<file path="config.mk">
export PLATFORM = sky130hd
export DESIGN_NAME = load_store_unit
export DESIGN_NICKNAME = d
export VERILOG_FILES = /design/src/rtl/load_store_unit.sv
export SDC_FILE = /design/constraint.sdc
export NUM_CORES = 1
export LEC_CHECK = 0
export CAP_MARGIN = 20
export CORE_MARGIN = 10
export CORE_UTILIZATION = 48
export CTS_CLUSTER_DIAMETER = 120
export CTS_CLUSTER_SIZE = 12
export DETAILED_ROUTE_END_ITERATION = 16
export PLACE_DENSITY_LB_ADDON = 0.2
export SETUP_SLACK_MARGIN = 0.4
export SYNTH_ARGS = -nofsm -noshare
export SYNTH_HDL_FRONTEND = slang
export SYNTH_SLANG_ARGS = --single-unit
</file>
<file path="constraint.sdc">
create_clock -name clk -period 2.2 [get_ports clk]
set_input_delay 0.66 -clock clk [delete_from_list [all_inputs] [get_ports clk]]
set_output_delay 0.66 -clock clk [all_outputs]
set_load 0.1 [all_outputs]
</file>
<file path="src/rtl/load_store_unit.sv">
// Load/store unit between the core memory stage and a word-addressed 32-bit RAM.
// Sub-word stores use read-modify-write; loads are lane-extracted and sign/zero-extended.
module load_store_unit #(
    parameter int unsigned MEM_DEPTH = 256,
    parameter int unsigned WIDTH     = 32
) (
    input  logic             clk,
    input  logic             rst_n,
    input  logic             req_valid,
    output logic             req_ready,
    input  logic             req_we,
    input  logic [2:0]       req_funct3,
    input  logic [WIDTH-1:0] req_addr,
    input  logic [WIDTH-1:0] req_wdata,
    output logic             resp_valid,
    output logic [WIDTH-1:0] resp_rdata,
    output logic             resp_err,
    output logic [WIDTH-1:0] mem_address,
    output logic [WIDTH-1:0] mem_data_in,
    input  logic [WIDTH-1:0] mem_data_out,
    output logic             mem_we
);

    localparam int unsigned IDX_W = WIDTH - 2;
    localparam logic [2:0]  F3_B  = 3'b000;
    localparam logic [2:0]  F3_H  = 3'b001;
    localparam logic [2:0]  F3_W  = 3'b010;
    localparam logic [2:0]  F3_BU = 3'b100;
    localparam logic [2:0]  F3_HU = 3'b101;

    typedef enum logic [2:0] {
        IDLE  = 3'd0,
        LOAD  = 3'd1,
        MERGE = 3'd2,
        WRITE = 3'd3,
        RESP  = 3'd4
    } state_t;

    state_t           state_q;
    state_t           state_d;
    logic [2:0]       f3_q;
    logic             we_q;
    logic [WIDTH-1:0] addr_q;
    logic [WIDTH-1:0] wdata_q;
    logic [WIDTH-1:0] merge_q;
    logic             req_err_c;
    logic             accept_c;
    logic [7:0]       byte_c;
    logic [15:0]      half_c;
    logic [WIDTH-1:0] load_ext_c;
    logic [WIDTH-1:0] merge_c;

    assign req_ready   = (state_q == IDLE);
    assign resp_valid  = (state_q == RESP);
    assign mem_we      = (state_q == WRITE);
    assign accept_c    = req_valid && req_ready;
    assign mem_address = {2'b00, addr_q[WIDTH-1:2]};
    assign mem_data_in = (f3_q == F3_W) ? wdata_q : merge_q;

    // Request legality: funct3 encoding, natural alignment and word index range
    always_comb begin
        req_err_c = 1'b0;
        if (req_we) begin
            case (req_funct3)
                F3_B:    req_err_c = 1'b0;
                F3_H:    req_err_c = req_addr[0];
                F3_W:    req_err_c = (req_addr[1:0] != 2'b00);
                default: req_err_c = 1'b1;
            endcase
        end else begin
            case (req_funct3)
                F3_B, F3_BU: req_err_c = 1'b0;
                F3_H, F3_HU: req_err_c = req_addr[0];
                F3_W:        req_err_c = (req_addr[1:0] != 2'b00);
                default:     req_err_c = 1'b1;
            endcase
        end
        if (req_addr[WIDTH-1:2] >= IDX_W'(MEM_DEPTH)) begin
            req_err_c = 1'b1;
        end
    end

    // Lane extraction for loads and lane replacement for sub-word stores
    always_comb begin
        byte_c  = mem_data_out[{addr_q[1:0], 3'b000} +: 8];
        half_c  = mem_data_out[{addr_q[1], 4'b0000} +: 16];
        merge_c = mem_data_out;
        case (f3_q)
            F3_B:    load_ext_c = {{24{byte_c[7]}}, byte_c};
            F3_BU:   load_ext_c = {24'h000000, byte_c};
            F3_H:    load_ext_c = {{16{half_c[15]}}, half_c};
            F3_HU:   load_ext_c = {16'h0000, half_c};
            default: load_ext_c = mem_data_out;
        endcase
        if (f3_q == F3_B) begin
            merge_c[{addr_q[1:0], 3'b000} +: 8] = wdata_q[7:0];
        end else begin
            merge_c[{addr_q[1], 4'b0000} +: 16] = wdata_q[15:0];
        end
    end

    always_ff @(posedge clk or negedge rst_n) begin
        if (!rst_n) begin
            state_q <= IDLE;
        end else begin
            state_q <= state_d;
        end
    end

    always_comb begin
        state_d = state_q;
        case (state_q)
            IDLE: begin
                if (accept_c) begin
                    if (req_err_c)               state_d = RESP;
                    else if (!req_we)            state_d = LOAD;
                    else if (req_funct3 == F3_W) state_d = WRITE;
                    else                         state_d = MERGE;
                end
            end
            LOAD:    state_d = RESP;
            MERGE:   state_d = WRITE;
            WRITE:   state_d = RESP;
            RESP:    state_d = IDLE;
            default: state_d = IDLE;
        endcase
    end

    // Request latches, merge word and response registers
    always_ff @(posedge clk or negedge rst_n) begin
        if (!rst_n) begin
            f3_q       <= 3'b000;
            we_q       <= 1'b0;
            addr_q     <= '0;
            wdata_q    <= '0;
            merge_q    <= '0;
            resp_rdata <= '0;
            resp_err   <= 1'b0;
        end else begin
            if (accept_c) begin
                f3_q     <= req_funct3;
                we_q     <= req_we;
                addr_q   <= req_addr;
                wdata_q  <= req_wdata;
                resp_err <= req_err_c;
            end
            if (state_q == LOAD && !we_q) begin
                resp_rdata <= load_ext_c;
            end
            if (state_q == MERGE) begin
                merge_q <= merge_c;
            end
            if (state_q == RESP) begin
                resp_rdata <= '0;
                resp_err   <= 1'b0;
            end
        end
    end

endmodule

</file>
==> metrics, run 1 <==
Tot GR Track Use 24.21%; GR Overflow Total 0; CP startpoint kind flip-flop; final WL 24.81 mm; Worst Tran Pin Value 0.6207 ns; failing checks setup timing; Synth Instances 659; Starting Density 48.61%; via count 6005; register area share after synthesis 48.54%; cell internal pwr 5.694 mW; crit-path max FO 6; CTS H-tree lvls 4; Final Max Tran Viols 0; Final Hold Violating Endpoints 0; number of I/O pins 203; Final Instance Area 11220 um2; n_diodes 0; outcome finished, violations left; PortBufs 200; CP startpoint f3_q[0]; commonest non-fill, non-tap cell in the layout dfrtp_1; async set-reset flop share out of synthesis 100.0%; number of synthesized flops with an enable pin 0; Critical Path Sink Type primary output; Max VDD drop 0.7231 mV; Initial DRC Count 476; First-pass DRT Iterations 5; core area 14420 um2; Post-Place Worst Slack -0.2547 ns; Clk network pwr share 33.2%; period utilization 119.1%; Total Power 8.995 mW; drt drc 0; worst path arrival time 1.96 ns; Die Ht 140.9 um; Pwr per Cell Area 801.4 nW/um2; Final WS setup -0.4200 ns; FF+latch count, synth 136; Setup Viol. Count Final 32; clk slew on worst S/H paths 0.06 ns; cell area after synthesis 7012 um2; Seq pwr share 32.0%; reg2reg start addr_q[1]; Synth Warn # 0; clock buffer depth 2; RSZ-0062 raised after global routing yes; Skew-Pair Late Insertion Delay 0.43 ns; Post-DP Area 10010 um2; slew margin rel. 58.62%; Die ar. 19840 um2; largest net degree at the start of global routing 51; vias per std cell 5.623; first-pass GRT wire length 37.42 mm; Leak 5.149 nW; CTS Buf Count 17; initial antenna violation count 0; Cells after DPL 1015; DP HPWL 17.78 mm; WL/cell 23.23 um; clock skew 0.009556 ns; share of post-route cells with drive strength above 1 39.37%; Cell variety after synth 44; commonest cells after routing, fill and taps aside dfrtp_1 (131), clkdlybuf4s50_1 (92), nand2_1 (85); Net Sw Power 3.301 mW; Fin Hold WS 0.1468 ns; gpl congestion 0.9055; CTS tree done; Die X 140.9 um; antenna-violating nets left 0; combinational power share 34.8%; predominant post-synthesis flop cell dfrtp_1; switching part of the total power 36.70%; area growth from synthesis to layout 60.08%; Final min period 2.620 ns; total negative slack -12.84 ns; Root Buffer clkbuf_16; Max Cap Viol 0; Sink Count 136; fin cells 1068; Layout Utilization 77.82%; Hold WC Path Type primary input to asynchronous set/reset pin; vias in the first global route 6251; CP required 1.54 ns; highest clock rate 381.7 MHz; Synth Area per Inst 10.64 um2; Nets 979; Crit Path Category flip-flop to primary output; row count 44
==> synth_stat cells (2+ instances only) <==
master	instances	area [um2]
o21ai_1	3	15.01
a22oi_1	16	120.1
a22o_1	8	70.07
mux2i_1	20	200.2
mux2_1	13	146.4
nand2_1	85	319.1
o21ai_0	28	140.1
buf_1	2	7.510
a32o_1	8	80.08
nand3_1	2	10.01
nor3b_1	3	22.52
nor2_1	64	240.2
mux2_2	93	1047
nor3_1	3	15.01
inv_1	21	78.83
buf_2	19	95.09
dfrtp_1	136	3403
and2_1	2	12.51
o221ai_1	8	70.07
ha_1	5	62.56
clkbuf_1	13	48.80
a31oi_1	9	56.30
nand2b_1	4	25.02
a21oi_1	21	105.1
buf_4	36	270.3
a221oi_1	16	140.1
nor4_1	4	25.02
==> kinds of logic after synthesis <==
| kind of cell | share of synthesized area (%) |
|---|---|
| adders and majority gates | 0.8922 |
| and+or+nand+nor | 10.92 |
| buffers and inverters | 7.191 |
| DFF | 48.54 |
| other | 0.05348 |
| muxes | 19.88 |
| AOI/OAI and AO/OA | 12.53 |
==> power by group through the flow <==
stage / logic [mW] / clock network (mW) / registers [mW]
after floorplan: 2.01 / 0 / 2.85
after global routing: 3.26 / 3.15 / 2.89
final: 3.13 / 2.99 / 2.88
after CTS: 3.00 / 3.01 / 2.86
after detailed placement: 2.84 / 0 / 2.89
after global placement: 2.81 / 0 / 2.88
==> state kept, by name, summed over array words and instances (netlist names) <==
name and cells:
wdata_q 32, f3_q 3, merge_q 32, resp_err 1, addr_q 32, state_q 3, we_q 1, resp_rdata 32
==> critical path, stage by stage (launching register included) <==
cell     delay [ns]
dfrtp_1        0.41
nor3b_4        0.29
buf_6          0.19
buf_12         0.14
mux2_4         0.32
buf_12         0.17
==> path summary, 6_finish.rpt <==
kind	slack, ns	cells past startpoint	endpoint
setup / recovery	-0.42	5	mem_data_in[23]
hold / removal	0.15	1	wdata_q[24]
setup reg to reg	0.37	6	merge_q[16]
hold reg to reg	0.48	2	merge_q[29]
max in group asynchronous	1.46	2	merge_q[7]
min in group clk	0.47	2	addr_q[14]
==> timing repair <==
item                       CTS  global route
pin swaps                   10            24
setup endpoints to repair   71            83
hold buffers                 0             0
buffers inserted             9             7
cloned                       4             1
resized for setup           52            50
==> layout make-up <==
| cell class | instances | area, um2 |
|---|---|---|
| Tap cell | 184 | 230.2 |
| Clock inverter | 14 | 171.4 |
| Timing Repair Buffer | 262 | 3331 |
| Multi-Input combinational cell | 432 | 3551 |
| Fill cell | 936 | 3199 |
| Clock buffer | 18 | 439.2 |
| Inverter | 22 | 92.59 |
| Sequential cell | 136 | 3410 |
==> layer usage <==
| metal | vias up | wire [um] | track usage, % |
|---|---|---|---|
| met2 | 246 | 12350 | 39.46 |
| li1 | 2737 | - | - |
| met5 | - | 0 | 0 |
| met3 | 20 | 1958 | 8.633 |
| met4 | 0 | 265 | 5.598 |
| met1 | 3002 | 10230 | 30.05 |
No activity file was read; power rests on OpenSTA's default activity.
==> run 2, diff against run 1 <==
--- a/config.mk
+++ b/config.mk
@@ -11,6 +11,7 @@
 export CTS_CLUSTER_DIAMETER = 120
 export CTS_CLUSTER_SIZE = 12
 export DETAILED_ROUTE_END_ITERATION = 16
+export GPL_ROUTABILITY_DRIVEN = 0
 export PLACE_DENSITY_LB_ADDON = 0.2
 export SETUP_SLACK_MARGIN = 0.4
 export SYNTH_ARGS = -nofsm -noshare
==> run 2 against run 1 <==
  * The run still ends with setup timing left
  * Utilization is essentially flat
  * Sequential cell count unchanged
  * Count of clock-buffer cells in the layout up 5
  * Power decreased by 3.1%
  * Critical path type unchanged
  * Critical endpoint is now mem_data_in[28]
==> metrics, run 2 (same netlist as run 1, synthesis figures left out) <==
outcome finished, violations left; failing checks setup timing; Root Buffer clkbuf_16; clock buffer depth 2 (unchanged); core area 14420 um2 (unchanged); vias in the first global route 6436 (+3.0%); Post-Place Worst Slack -0.2678 ns (-0.01318 ns); Final WS setup -0.3989 ns (+0.02114 ns); Nets 980 (+0.10%); GR Overflow Total 0 (unchanged); commonest non-fill, non-tap cell in the layout dfrtp_1; final WL 25.23 mm (+1.7%); Hold WC Path Type primary input to asynchronous set/reset pin; DP HPWL 16.99 mm (-4.4%); Post-DP Area 9982 um2 (-0.28%); drt drc 0 (unchanged); Leak 5.096 nW (-1.0%); Tot GR Track Use 23.20% (-1.0 points); Reg area 3408 um2 (about the same); CP required 1.54 ns (about the same); crit-path max FO 6 (unchanged); First-pass DRT Iterations 5 (unchanged); vias per std cell 5.923 (+5.3%); Setup Viol. Count Final 32 (unchanged); number of I/O pins 203 (unchanged); RSZ-0062 raised after global routing yes; via count 6332 (+5.4%); row count 44 (unchanged); crit-path cells nor3b_4 > buf_6 > clkbuf_16 > mux2_4 > buf_12; antenna-violating nets left 0 (unchanged); first-pass GRT wire length 36.45 mm (-2.6%); fin cells 1069 (+0.094%); Die X 140.9 um (unchanged); total negative slack -11.89 ns (+0.9489 ns); Sink Count 136 (unchanged); Final Instance Area 11220 um2 (about the same); Pwr per Cell Area 777.2 nW/um2 (-3.0%); delay-heaviest family, CP buffers and inverters; WP buf/inv 3 (unchanged); Final Hold Violating Endpoints 0 (unchanged); area growth from synthesis to layout 60.01% (about the same); worst path arrival time 1.94 ns (-0.02 ns); highest clock rate 384.8 MHz (+0.81%); Final min period 2.599 ns (-0.02114 ns); clk slew on worst S/H paths 0.06 ns (about the same); CTS H-tree lvls 4 (unchanged); Cells after DPL 1013 (-0.20%); PortBufs 200 (unchanged); Max VDD drop 0.6301 mV (-13%); largest net degree at the start of global routing 49 (-3.9%); initial antenna violation count 2 (+2); Initial DRC Count 747 (+57%); Crit Path Category flip-flop to primary output; Die ar. 19840 um2 (unchanged); Starting Density 48.61% (unchanged); Final Max Tran Viols 0 (unchanged); Skew-Pair Late Insertion Delay 0.43 ns (about the same); slowest library cell on the worst path dfrtp_1; slew margin rel. 64.09% (+5.5 points); CP startpoint kind flip-flop; CTS tree done; CP max stage delay 0.41 ns (about the same); Max Cap Viol 0 (unchanged); Fillers 830 (-11%); Multi-input gate area 3632 um2 (+2.3%); Worst Tran Pin Value 0.5374 ns (-0.08323 ns); CTS Buf Count 17 (unchanged); commonest cells after routing, fill and taps aside dfrtp_1 (132), clkdlybuf4s50_1 (94), nand2_1 (83); WL/cell 23.60 um (+1.6%); clock skew 0.01110 ns (+0.001549 ns); period utilization 118.1% (-0.96 points); Critical Path Sink Type primary output; share of post-route cells with drive strength above 1 39.93% (+0.57 points); Die Ht 140.9 um (unchanged)
run 2: worst paths after layout:
path / cells past startpoint / endpoint / start / slack (ns)
worst max-delay path: 5 / mem_data_in[28] / f3_q[0] / -0.40
worst min-delay path: 1 / wdata_q[31] / rst_n / 0.17
worst max register to register: 10 / merge_q[20] / f3_q[2] / 0.06
worst min register to register: 2 / merge_q[13] / merge_q[13] / 0.49
max in group asynchronous: 2 / resp_err / rst_n / 1.39
min in group clk: 2 / addr_q[24] / req_addr[24] / 0.46
run 2: layout make-up:
class	instances	share of cell area [%]
Inverter	22	0.8252
Antenna cell	1	0.02230
Clock inverter	8	0.6691
Tap cell	184	2.052
Multi-Input combinational cell	432	32.37
Clock buffer	23	4.171
Timing Repair Buffer	263	29.51
Sequential cell	136	30.38
run 2: power breakdown:
group	internal [mW]	switching [mW]
sequential	2.69	0.184
combinational	1.18	2.02
clock	1.60	1.04
run 2: per-stage QoR:
stage	hold slack [ns]	total power, mW	util [%]
2_1_floorplan	0.3644	4.863	-
3_3_place_gp	0.4664	5.631	69.21
3_5_place_dp	0.4802	5.690	69.21
4_1_cts	0.1815	8.485	75.29
5_1_grt	0.2019	8.985	77.78
6_report	0.1679	8.720	77.78
run 2: metal layers:
metal,routed length [um],vias to the layer above,global-route usage [%]
li1,-,2746,-
met1,9367,3091,28.05
met2,12130,396,37.22
met3,2714,97,8.431
met4,1010,2,8.370
met5,7,-,0
run 2: worst register-to-register path: stages, from the launching register on:
cell      delay, ns
dfrtp_1        0.40
buf_4          0.15
buf_6          0.10
buf_4          0.14
nor3_4         0.30
buf_4          0.18
buf_8          0.13
buf_4          0.12
a31o_4         0.28
a221oi_2       0.12
nor2_1         0.14
run 2: repair_timing:
| item | in CTS | in global routing |
|---|---|---|
| setup buffers | 13 | 5 |
| gates resized for setup | 58 | 62 |
| hold buffers | 0 | 0 |
| pin swaps | 13 | 42 |
| setup endpoints to repair | 79 | 95 |
| hold endpoints to repair | 0 | 0 |
| cloned | 2 | 4 |
